## config.mk

```make
export PLATFORM = sky130hd
export DESIGN_NAME = fetch_prefetch_buffer
export DESIGN_NICKNAME = d
export VERILOG_FILES = /design/src/rtl/fetch_pkg.sv /design/src/rtl/fetch_fifo.sv /design/src/rtl/fetch_prefetch_buffer.sv
export SDC_FILE = /design/constraint.sdc
export NUM_CORES = 1
export LEC_CHECK = 0
export ABC_AREA = 1
export CORE_ASPECT_RATIO = 0.6
export CORE_MARGIN = 2
export CORE_UTILIZATION = 58
export DETAILED_ROUTE_END_ITERATION = 6
export GPL_TIMING_DRIVEN = 0
export PLACE_DENSITY = 0.79
export SYNTH_ARGS = -nofsm -noshare
export SYNTH_HDL_FRONTEND = slang
export SYNTH_HIERARCHICAL = 1
export SYNTH_SLANG_ARGS = --single-unit
export TNS_END_PERCENT = 100
```

## constraint.sdc

```tcl
create_clock -name clock -period 10.7 [get_ports clock]
set_input_delay 2.14 -clock clock [delete_from_list [all_inputs] [get_ports clock]]
set_output_delay 2.14 -clock clock [all_outputs]
set_load 0.03 [all_outputs]
```

## src/rtl/fetch_pkg.sv

```systemverilog
// Shared types and constants for the instruction prefetch buffer.
// Each buffered entry pairs a returned instruction word with its fetch PC.
package fetch_pkg;

  localparam int XLEN = 32;
  localparam logic [XLEN-1:0] RESET_PC = 32'h0000_0000;

  typedef enum logic {
    FETCH,
    FLUSH
  } fetch_state_e;

  typedef struct packed {
    logic [XLEN-1:0] pc;
    logic [XLEN-1:0] inst;
  } fetch_entry_t;

endpackage

```

## src/rtl/fetch_fifo.sv

```systemverilog
// Synchronous FIFO of fetch entries with flush; flush wins over push and pop.
// DEPTH must be a power of two so the pointers wrap naturally.
module fetch_fifo
  import fetch_pkg::*;
#(
  parameter int DEPTH = 4
) (
  input  logic                     clock,
  input  logic                     reset,
  input  logic                     push,
  input  logic                     pop,
  input  logic                     flush,
  input  fetch_entry_t             push_entry,
  output logic [$clog2(DEPTH):0]   count,
  output fetch_entry_t             head
);

  localparam int AW = $clog2(DEPTH);

  fetch_entry_t  mem_q [DEPTH];
  fetch_entry_t  mem_d [DEPTH];
  logic [AW-1:0] wr_ptr_q, wr_ptr_d;
  logic [AW-1:0] rd_ptr_q, rd_ptr_d;
  logic [AW:0]   count_q, count_d;
  logic          do_push, do_pop;

  // A push into a full FIFO is only legal when the head leaves in the same cycle.
  assign do_pop  = pop && (count_q != '0);
  assign do_push = push && ((count_q != (AW+1)'(DEPTH)) || do_pop);

  always_comb begin
    mem_d    = mem_q;
    wr_ptr_d = wr_ptr_q;
    rd_ptr_d = rd_ptr_q;
    count_d  = count_q;
    if (flush) begin
      wr_ptr_d = '0;
      rd_ptr_d = '0;
      count_d  = '0;
    end else begin
      if (do_push) begin
        mem_d[wr_ptr_q] = push_entry;
        wr_ptr_d        = wr_ptr_q + AW'(1);
      end
      if (do_pop) begin
        rd_ptr_d = rd_ptr_q + AW'(1);
      end
      count_d = count_q + (AW+1)'(do_push) - (AW+1)'(do_pop);
    end
  end

  always_ff @(posedge clock or posedge reset) begin
    if (reset) begin
      mem_q    <= '{default: '0};
      wr_ptr_q <= '0;
      rd_ptr_q <= '0;
      count_q  <= '0;
    end else begin
      mem_q    <= mem_d;
      wr_ptr_q <= wr_ptr_d;
      rd_ptr_q <= rd_ptr_d;
      count_q  <= count_d;
    end
  end

  assign count = count_q;
  assign head  = mem_q[rd_ptr_q];

  no_overflow: assert property (@(posedge clock) disable iff (reset)
    !(push && !flush && !do_pop && (count_q == (AW+1)'(DEPTH))));

endmodule

```

## src/rtl/fetch_prefetch_buffer.sv

```systemverilog
// Prefetching fetch stage: issues in-order memory requests under a credit limit,
// buffers returned words with their PCs, and flushes/discards stale data on redirect.
module fetch_prefetch_buffer #(
  parameter int               DEPTH    = 4,
  parameter int               XLEN     = fetch_pkg::XLEN,
  parameter logic [XLEN-1:0]  RESET_PC = fetch_pkg::RESET_PC
) (
  input  logic            clock,
  input  logic            reset,
  output logic            imem_req_valid,
  input  logic            imem_req_ready,
  output logic [XLEN-1:0] imem_req_addr,
  input  logic            imem_rsp_valid,
  input  logic [XLEN-1:0] imem_rsp_data,
  input  logic            redirect,
  input  logic [XLEN-1:0] redirect_pc,
  input  logic            stall,
  output logic            inst_valid,
  output logic [XLEN-1:0] inst,
  output logic [XLEN-1:0] inst_pc
);

  import fetch_pkg::*;

  localparam int CW = $clog2(DEPTH) + 1;

  fetch_state_e    state_q, state_d;
  logic [XLEN-1:0] fetch_pc_q, fetch_pc_d;
  logic [XLEN-1:0] rsp_pc_q, rsp_pc_d;
  logic [CW-1:0]   outstanding_q, outstanding_d;
  logic [CW-1:0]   discard_q, discard_d;
  logic [CW-1:0]   fifo_count;
  logic [CW:0]     credits_used;
  logic            req_fire, rsp_fire, rsp_keep, pop;
  fetch_entry_t    push_entry, head;

  // Credits count registered FIFO occupancy, so a pop frees its slot one cycle later.
  assign credits_used = {1'b0, fifo_count} + {1'b0, outstanding_q};
  assign req_fire     = imem_req_valid && imem_req_ready;
  assign rsp_fire     = imem_rsp_valid;
  assign rsp_keep     = rsp_fire && !redirect && (discard_q == '0);
  assign pop          = inst_valid && !stall;
  assign push_entry   = '{pc: rsp_pc_q, inst: imem_rsp_data};

  always_ff @(posedge clock or posedge reset) begin
    if (reset) begin
      state_q <= FETCH;
    end else begin
      state_q <= state_d;
    end
  end

  always_comb begin
    state_d = state_q;
    if (state_q == FETCH) begin
      if (redirect && (discard_d != '0)) begin
        state_d = FLUSH;
      end
    end else if (discard_q == '0) begin
      state_d = FETCH;
    end
  end

  // Request is held low during reset so nothing is issued before the first live edge.
  always_comb begin
    imem_req_valid = !reset && (state_q == FETCH) && !redirect &&
                     (credits_used < (CW+1)'(DEPTH));
    inst_valid     = (fifo_count != '0) && !redirect;
  end

  always_comb begin
    fetch_pc_d    = fetch_pc_q;
    rsp_pc_d      = rsp_pc_q;
    discard_d     = discard_q;
    outstanding_d = outstanding_q + CW'(req_fire) - CW'(rsp_fire);
    if (req_fire) begin
      fetch_pc_d = fetch_pc_q + XLEN'(4);
    end
    if (rsp_keep) begin
      rsp_pc_d = rsp_pc_q + XLEN'(4);
    end
    if (rsp_fire && (discard_q != '0)) begin
      discard_d = discard_q - CW'(1);
    end
    // In FLUSH every outstanding response is already marked stale, so only the PCs move.
    if (redirect) begin
      fetch_pc_d = redirect_pc;
      rsp_pc_d   = redirect_pc;
      if (state_q == FETCH) begin
        discard_d = outstanding_q - CW'(rsp_fire);
      end
    end
  end

  always_ff @(posedge clock or posedge reset) begin
    if (reset) begin
      fetch_pc_q    <= RESET_PC;
      rsp_pc_q      <= RESET_PC;
      outstanding_q <= '0;
      discard_q     <= '0;
    end else begin
      fetch_pc_q    <= fetch_pc_d;
      rsp_pc_q      <= rsp_pc_d;
      outstanding_q <= outstanding_d;
      discard_q     <= discard_d;
    end
  end

  fetch_fifo #(
    .DEPTH (DEPTH)
  ) u_fifo (
    .clock      (clock),
    .reset      (reset),
    .push       (rsp_keep),
    .pop        (pop),
    .flush      (redirect),
    .push_entry (push_entry),
    .count      (fifo_count),
    .head       (head)
  );

  assign imem_req_addr = fetch_pc_q;
  assign inst          = head.inst;
  assign inst_pc       = head.pc;

endmodule

```

==> results_dict.tcl <==
set metrics [dict create \
    syn_avg_cell_area_um2 7.71 \
    cts_tree "done" \
    synth_warnings 6 \
    antenna_found_initial 0 \
    ys.flop_type "dfrtp_1" \
    avgViaCountPerCell 6.30 \
    outcome "complete, no violations" \
    cpLargestDelayFamily "buffers and inverters" \
    cp_data_arrival_time_ns 4.58 \
    dp_slack_ns 4.00 \
    synth_nets 2388 \
    period_share_pct 62.8 \
    yosysUniqueCellTypes 40 \
    maxCapViolCount 0 \
    cp-end-kind "primary output" \
    cts_buffer_depth 3 \
    ios 168 \
    worst_setup_path_start_kind "input port" \
    worst_pin_slew_ns 0.915 \
    num_vias 18477 \
    crit_path_cell_trace "clkdlybuf4s50_1, buf_6, clkbuf_1, nor2_1, clkdlybuf4s50_1" \
    postCtsSetupRepairBufs 0 \
    clock_latency_ns 0.60 \
    netlist_area_um2 17700 \
    p_int_uw 2550 \
    port_buffers 167 \
    finalWorstSetupSlack_ns 3.98 \
    post-route-util_pct 69.9 \
    p_total_uw 4040 \
    cp-startpoint "redirect" \
    drive_gt1_share_pct 7.13 \
    drtPass1Iterations 6 \
    grt_first_pass_wirelength_um 97600 \
    fp-row-count 49 \
    die_width_um 230 \
    rsz0062_at_grt "false" \
    cp_common_cell "clkdlybuf4s50_1" \
    grt_max_degree 114 \
    antenna_left 0 \
    required_ns 8.56 \
    finalSetupViolCount 0 \
    synth_edf_count 0 \
    timing.fmax_ghz 0.149 \
    power_switching_uw 1490 \
    hpwl_um 45100 \
    min_period_ns 6.72 \
    clock-sinks 334 \
    syn_to_final_growth_pct 18.4 \
    ys_seq_area_share_pct 47.1 \
    start_util_pct 59.1 \
    grt_pass1_vias 17182 \
    final_area_um2 21000 \
    peakVddDrop_mv 0.142 \
    track_usage_pct 38.7 \
    final_nets 2591 \
    slowest_delay_ns 0.77 \
    first_iter_violations 3213 \
    syn_inst 2300 \
    clock_power_share_pct 27.9 \
    reg2reg_from "discard_q[0]" \
    hold_buffers 0 \
    total_leakage_power_uw 0.0106 \
    hold_path_startpoint "u_fifo/mem_q[160]" \
    routed_wl_um 62000 \
    place_congestion 0.975 \
    ys_seq_elements 334 \
    p_per_area_nw_per_um2 192 \
    cts_max_level 1 \
    crit_type "in2out" \
    avgRoutedWirePerCell_um 21.2 \
    cts.reportedPaths.clkPinSlew_ns 0.07 \
    dpl_cell_area_um2 20000 \
    async_reset_ff_share_pct 100 \
    holdWs_ns 0.476 \
    swShare_pct 36.9 \
    antenna_cells 0 \
    cts_resized 0 \
    grt_overflow 0 \
    dieArea_um2 32000 \
    cp_max_fo 10 \
    hold_class "reg2reg" \
    fill_cells 2470 \
    cpMaxStageDelayCell "clkdlybuf4s50_1" \
    power_frac_seq_pct 40.5 \
    finalHoldViolations 0 \
    slew_headroom_pct 39.0 \
    path_buf_inv 4 \
    core-area_um2 30000 \
    drv_slew 0 \
    skew_ns 0.0147 \
    cts_made_buffers 31 \
    drc 0 \
    power_frac_comb_pct 31.6 \
    cts_root_buffer "clkbuf_16" \
    die_h_um 139 \
]
## cells in the final DEF, fill, tap and decap left out, types with 3 or more instances in the layout
cell,netlist,final
clkbuf_16,0,31
nor2_1,200,200
nand2_1,787,787
xnor2_1,8,8
buf_1,10,10
o21ai_1,3,3
nand2_4,3,3
ha_1,16,16
clkdlybuf4s50_1,0,167
inv_1,122,120
o21ai_0,164,164
clkbuf_8,0,6
buf_6,4,4
xor2_1,17,17
buf_4,24,24
a21oi_1,13,13
buf_16,0,3
dfrtp_1,334,334
clkinv_2,0,3
nor2_4,9,9
nand3_1,55,55
nor2_2,8,8
o211ai_1,13,13
buf_2,63,63
inv_2,4,4
nor3_1,12,12
nand4_4,4,4
clkbuf_1,63,73
o22ai_1,64,64
nand4_1,273,273
nand3_2,6,6
## per-layer routing
| metal | GRT usage (%) | vias up | share of wire [%] |
|---|---|---|---|
| met5 | 0 | - | 0 |
| met4 | 8.29 | 0 | 1.7 |
| met3 | 12.9 | 108 | 16 |
| met2 | 50.3 | 1394 | 39 |
| met1 | 61.5 | 8864 | 43 |
| li1 | - | 8111 | - |
## power by group through the flow
stage          logic [uW]  registers (uW)  clock network [uW]
6_report             1280            1640                1130
5_1_grt              1370            1660                1180
4_1_cts              1260            1630                1130
3_5_place_dp         1260            1650                   0
3_3_place_gp         1220            1640                   0
2_1_floorplan         758            1620                   0
## layout make-up
| class | instances | area, um2 | share of cell area [%] |
|---|---|---|---|
| Inverter | 126 | 483 | 2.30 |
| Tap cell | 408 | 510 | 2.43 |
| Buffer | 166 | 837 | 3.99 |
| Timing Repair Buffer | 170 | 1750 | 8.35 |
| Clock buffer | 47 | 896 | 4.27 |
| Multi-Input combinational cell | 1674 | 8070 | 38.4 |
| Sequential cell | 334 | 8360 | 39.8 |
| Clock inverter | 7 | 92.6 | 0.441 |
## worst paths after layout
kind,endpoint,slack [ns],depth (start not counted)
worst max-delay path,inst_valid,3.98,5
worst min-delay path,u_fifo/mem_q[160],0.48,2
worst max register to register,u_fifo/count[2],7.03,16
worst min register to register,u_fifo/mem_q[160],0.48,2
max in group asynchronous,u_fifo/mem_q[169],7.72,3
min in group asynchronous,discard_q[1],2.03,2
## registers in the layout, summed over array words and instances (netlist names)
name and cells:
discard_q 3, imem_req_addr 32, outstanding_q 3, rsp_pc_q 32, state_q 1, u_fifo/count 3, u_fifo/mem_q 256, u_fifo/rd_ptr_q 2
u_fifo/wr_ptr_q 2
## worst reg2reg max path: stages (launching register included)
cell,delay [ns]
dfrtp_1,0.39
inv_1,0.10
ha_1,0.15
nand2_1,0.12
nor2_4,0.33
nand2_1,0.17
inv_1,0.36
buf_4,0.30
buf_4,0.23
nand2_1,0.21
ha_1,0.34
inv_1,0.06
ha_1,0.13
inv_1,0.05
fa_1,0.39
xor2_1,0.19
nor2_1,0.06
## per-stage QoR
step | instances | TNS [ns]
6_report | 2932 | 0
5_1_grt | 2932 | 0
4_1_cts | 2932 | 0
3_5_place_dp | 2878 | 0
3_3_place_gp | 2875 | -523.39
2_1_floorplan | 2300 | 0
## Yosys cell counts, types with 13 or more instances
cell type    n  share of area (%)
a21oi_1     13               0.37
buf_2       63                1.8
buf_4       24                1.0
clkbuf_1    63                1.3
dfrtp_1    334                 47
ha_1        16                1.1
inv_1      122                2.6
nand2_1    787                 17
nand3_1     55                1.6
nand4_1    273                9.6
nor2_1     200                4.2
o211ai_1    13               0.55
o21ai_0    164                4.6
o22ai_1     64                2.3
xor2_1      17               0.84
## cells by family (layout without fill, tap and decap cells)
family          after synthesis  in the layout  synth area share (%)
compound gates              269            269                  8.48
xor+xnor                     25             25                  1.23
fa+ha+maj                    18             18                  1.35
buf+inv                     292            516                  7.38
flops                       334            334                  47.1
simple gates               1362           1362                  34.4
Power figures use the tool's default switching activity.
==> variant, RTL diff (config.mk and constraints unchanged) <==
`DEPTH` is set to 4 in 2 places; all go to 2.
--- a/src/rtl/fetch_fifo.sv
+++ b/src/rtl/fetch_fifo.sv
@@ -3,7 +3,7 @@
 module fetch_fifo
   import fetch_pkg::*;
 #(
-  parameter int DEPTH = 4
+  parameter int DEPTH = 2
 ) (
   input  logic                     clock,
   input  logic                     reset,
--- a/src/rtl/fetch_prefetch_buffer.sv
+++ b/src/rtl/fetch_prefetch_buffer.sv
@@ -1,7 +1,7 @@
 // Prefetching fetch stage: issues in-order memory requests under a credit limit,
 // buffers returned words with their PCs, and flushes/discards stale data on redirect.
 module fetch_prefetch_buffer #(
-  parameter int               DEPTH    = 4,
+  parameter int               DEPTH    = 2,
   parameter int               XLEN     = fetch_pkg::XLEN,
   parameter logic [XLEN-1:0]  RESET_PC = fetch_pkg::RESET_PC
 ) (
Function: changed (a bounded check fails within 4 cycles, from zero or initial values and one cycle with reset high).
==> variant against the original RTL <==
Combinational power shrank 7%; total power shrank 24%; first-iteration DRC count shrank 52%; critical path type unchanged; worst setup slack gained 360 ps; cell area shrank 34%; routed wire length shrank 42%; sequential cell count shrank 133; highest routed layer unchanged; synthesized area shrank 37%; critical endpoint unchanged; die area shrank 37%.
==> variant: results <==
final_layout:
  largest-register: "u_fifo/mem_q"
  layout-drive-gt1-share: 0.0892
  fin_nets: 1781
  final_cells: 1961
  largest_reg_flops: 128
power:
  power_leakage_nw: 7.04
  p_switching_mw: 1.21
  power_frac_comb: 0.384
  cellPowerDensity_nw_per_um2: 223
  peakVddDrop_v: 0.000131
  p_clk_frac: 0.239
hold_path:
  hp-start: "u_fifo/mem_q[53]$_DFFE_PP0P_"
  min_path_cells: 2
  hp-class: "register to register"
detailed_routing:
  dr.pass1.iters: 5
  drt_iter0_markers: 1530
  vias_per_cell: 5.80
  totalWireLength_um: 35900
  antenna_left: 0
global_route:
  grt.total_usage: 0.357
  grt_first_pass_wirelength_um: 56800
  grt_pass1_vias: 10473
  grt_max_degree: 94
  antenna_found_initial: 0
clock_network:
  clock_path_buffers: 3
  cts_setup_buffers: 0
  cts_made_buffers: 20
  clk_latency_ps: 500
  clkTransAtPathRegs_ps: 60
yosys:
  synth_area_leaders: "dfrtp_1 (45%), nand2_1 (24%), nand4_1 (7.7%), inv_1 (3.3%), nand3_1 (2.6%)"
  yosys_warnings: 6
  ys_types: 38
  synth.area.mux_share: 0
  ys_async_sr_fraction: 1.00
  netlist_top_cells_count: "nand2_1 (705), dfrtp_1 (201), nand4_1 (136), inv_1 (98), nor2_1 (70)"
  yosys.area_share.adder: 0.0108
  seq_area_frac_synth: 0.453
  syn_inst: 1511
  synthesis.nets: 1590
  synth_compound_area_frac: 0.0375
  synth_xor_area_frac: 0.0197
place:
  dpl_worst_slack_ps: 4340
  dpl.hpwl_um: 26200
  placedCellCount: 1926
  numPortBuffers: 167
  place_area_um2: 13200
  gp_congestion: 0.953
timing:
  finClkSkew_ps: 12.3
  relSlewSlack: 0.449
critical_path:
  r2r_cells: 13
  max_stage_delay_ps: 670
  cp_data_arrival_time_ps: 4230
  critPathTopFamily: "buffers and inverters"
  worstReg2RegStart: "discard_q[0]$_DFF_PP0_"
  path_max_fanout: 10
outcome:
  outcome: "complete, no violations"
-- variant: area by class of cell --
class	count	area, µm²
Tap cell	246	308
Buffer	84	485
Clock buffer	28	592
Timing Repair Buffer	169	1730
Multi-Input combinational cell	1120	5190
Clock inverter	7	88.8
Sequential cell	201	5030
Fill cell	1492	5050
Inverter	106	410
-- variant: metal layers --
layer	routed length (µm)	share of wire	vias to the layer above	GRT usage
met5	0	0	-	0
met2	14300	0.40	703	0.471
met4	444	0.012	0	0.0629
met1	16400	0.46	5384	0.581
met3	4790	0.13	38	0.0979
li1	-	-	5250	-
-- variant: worst paths after layout --
path                                           endpoint  slack, ps
setup / recovery                             inst_valid       4330
hold / removal             u_fifo/mem_q[53]$_DFFE_PP0P_        470
setup reg to reg              u_fifo/count[0]$_DFF_PP0_       7770
hold reg to reg            u_fifo/mem_q[53]$_DFFE_PP0P_        470
max in group asynchronous   u_fifo/mem_q[3]$_DFFE_PP0P_       7790
min in group asynchronous       rsp_pc_q[0]$_DFFE_PP0P_       1980
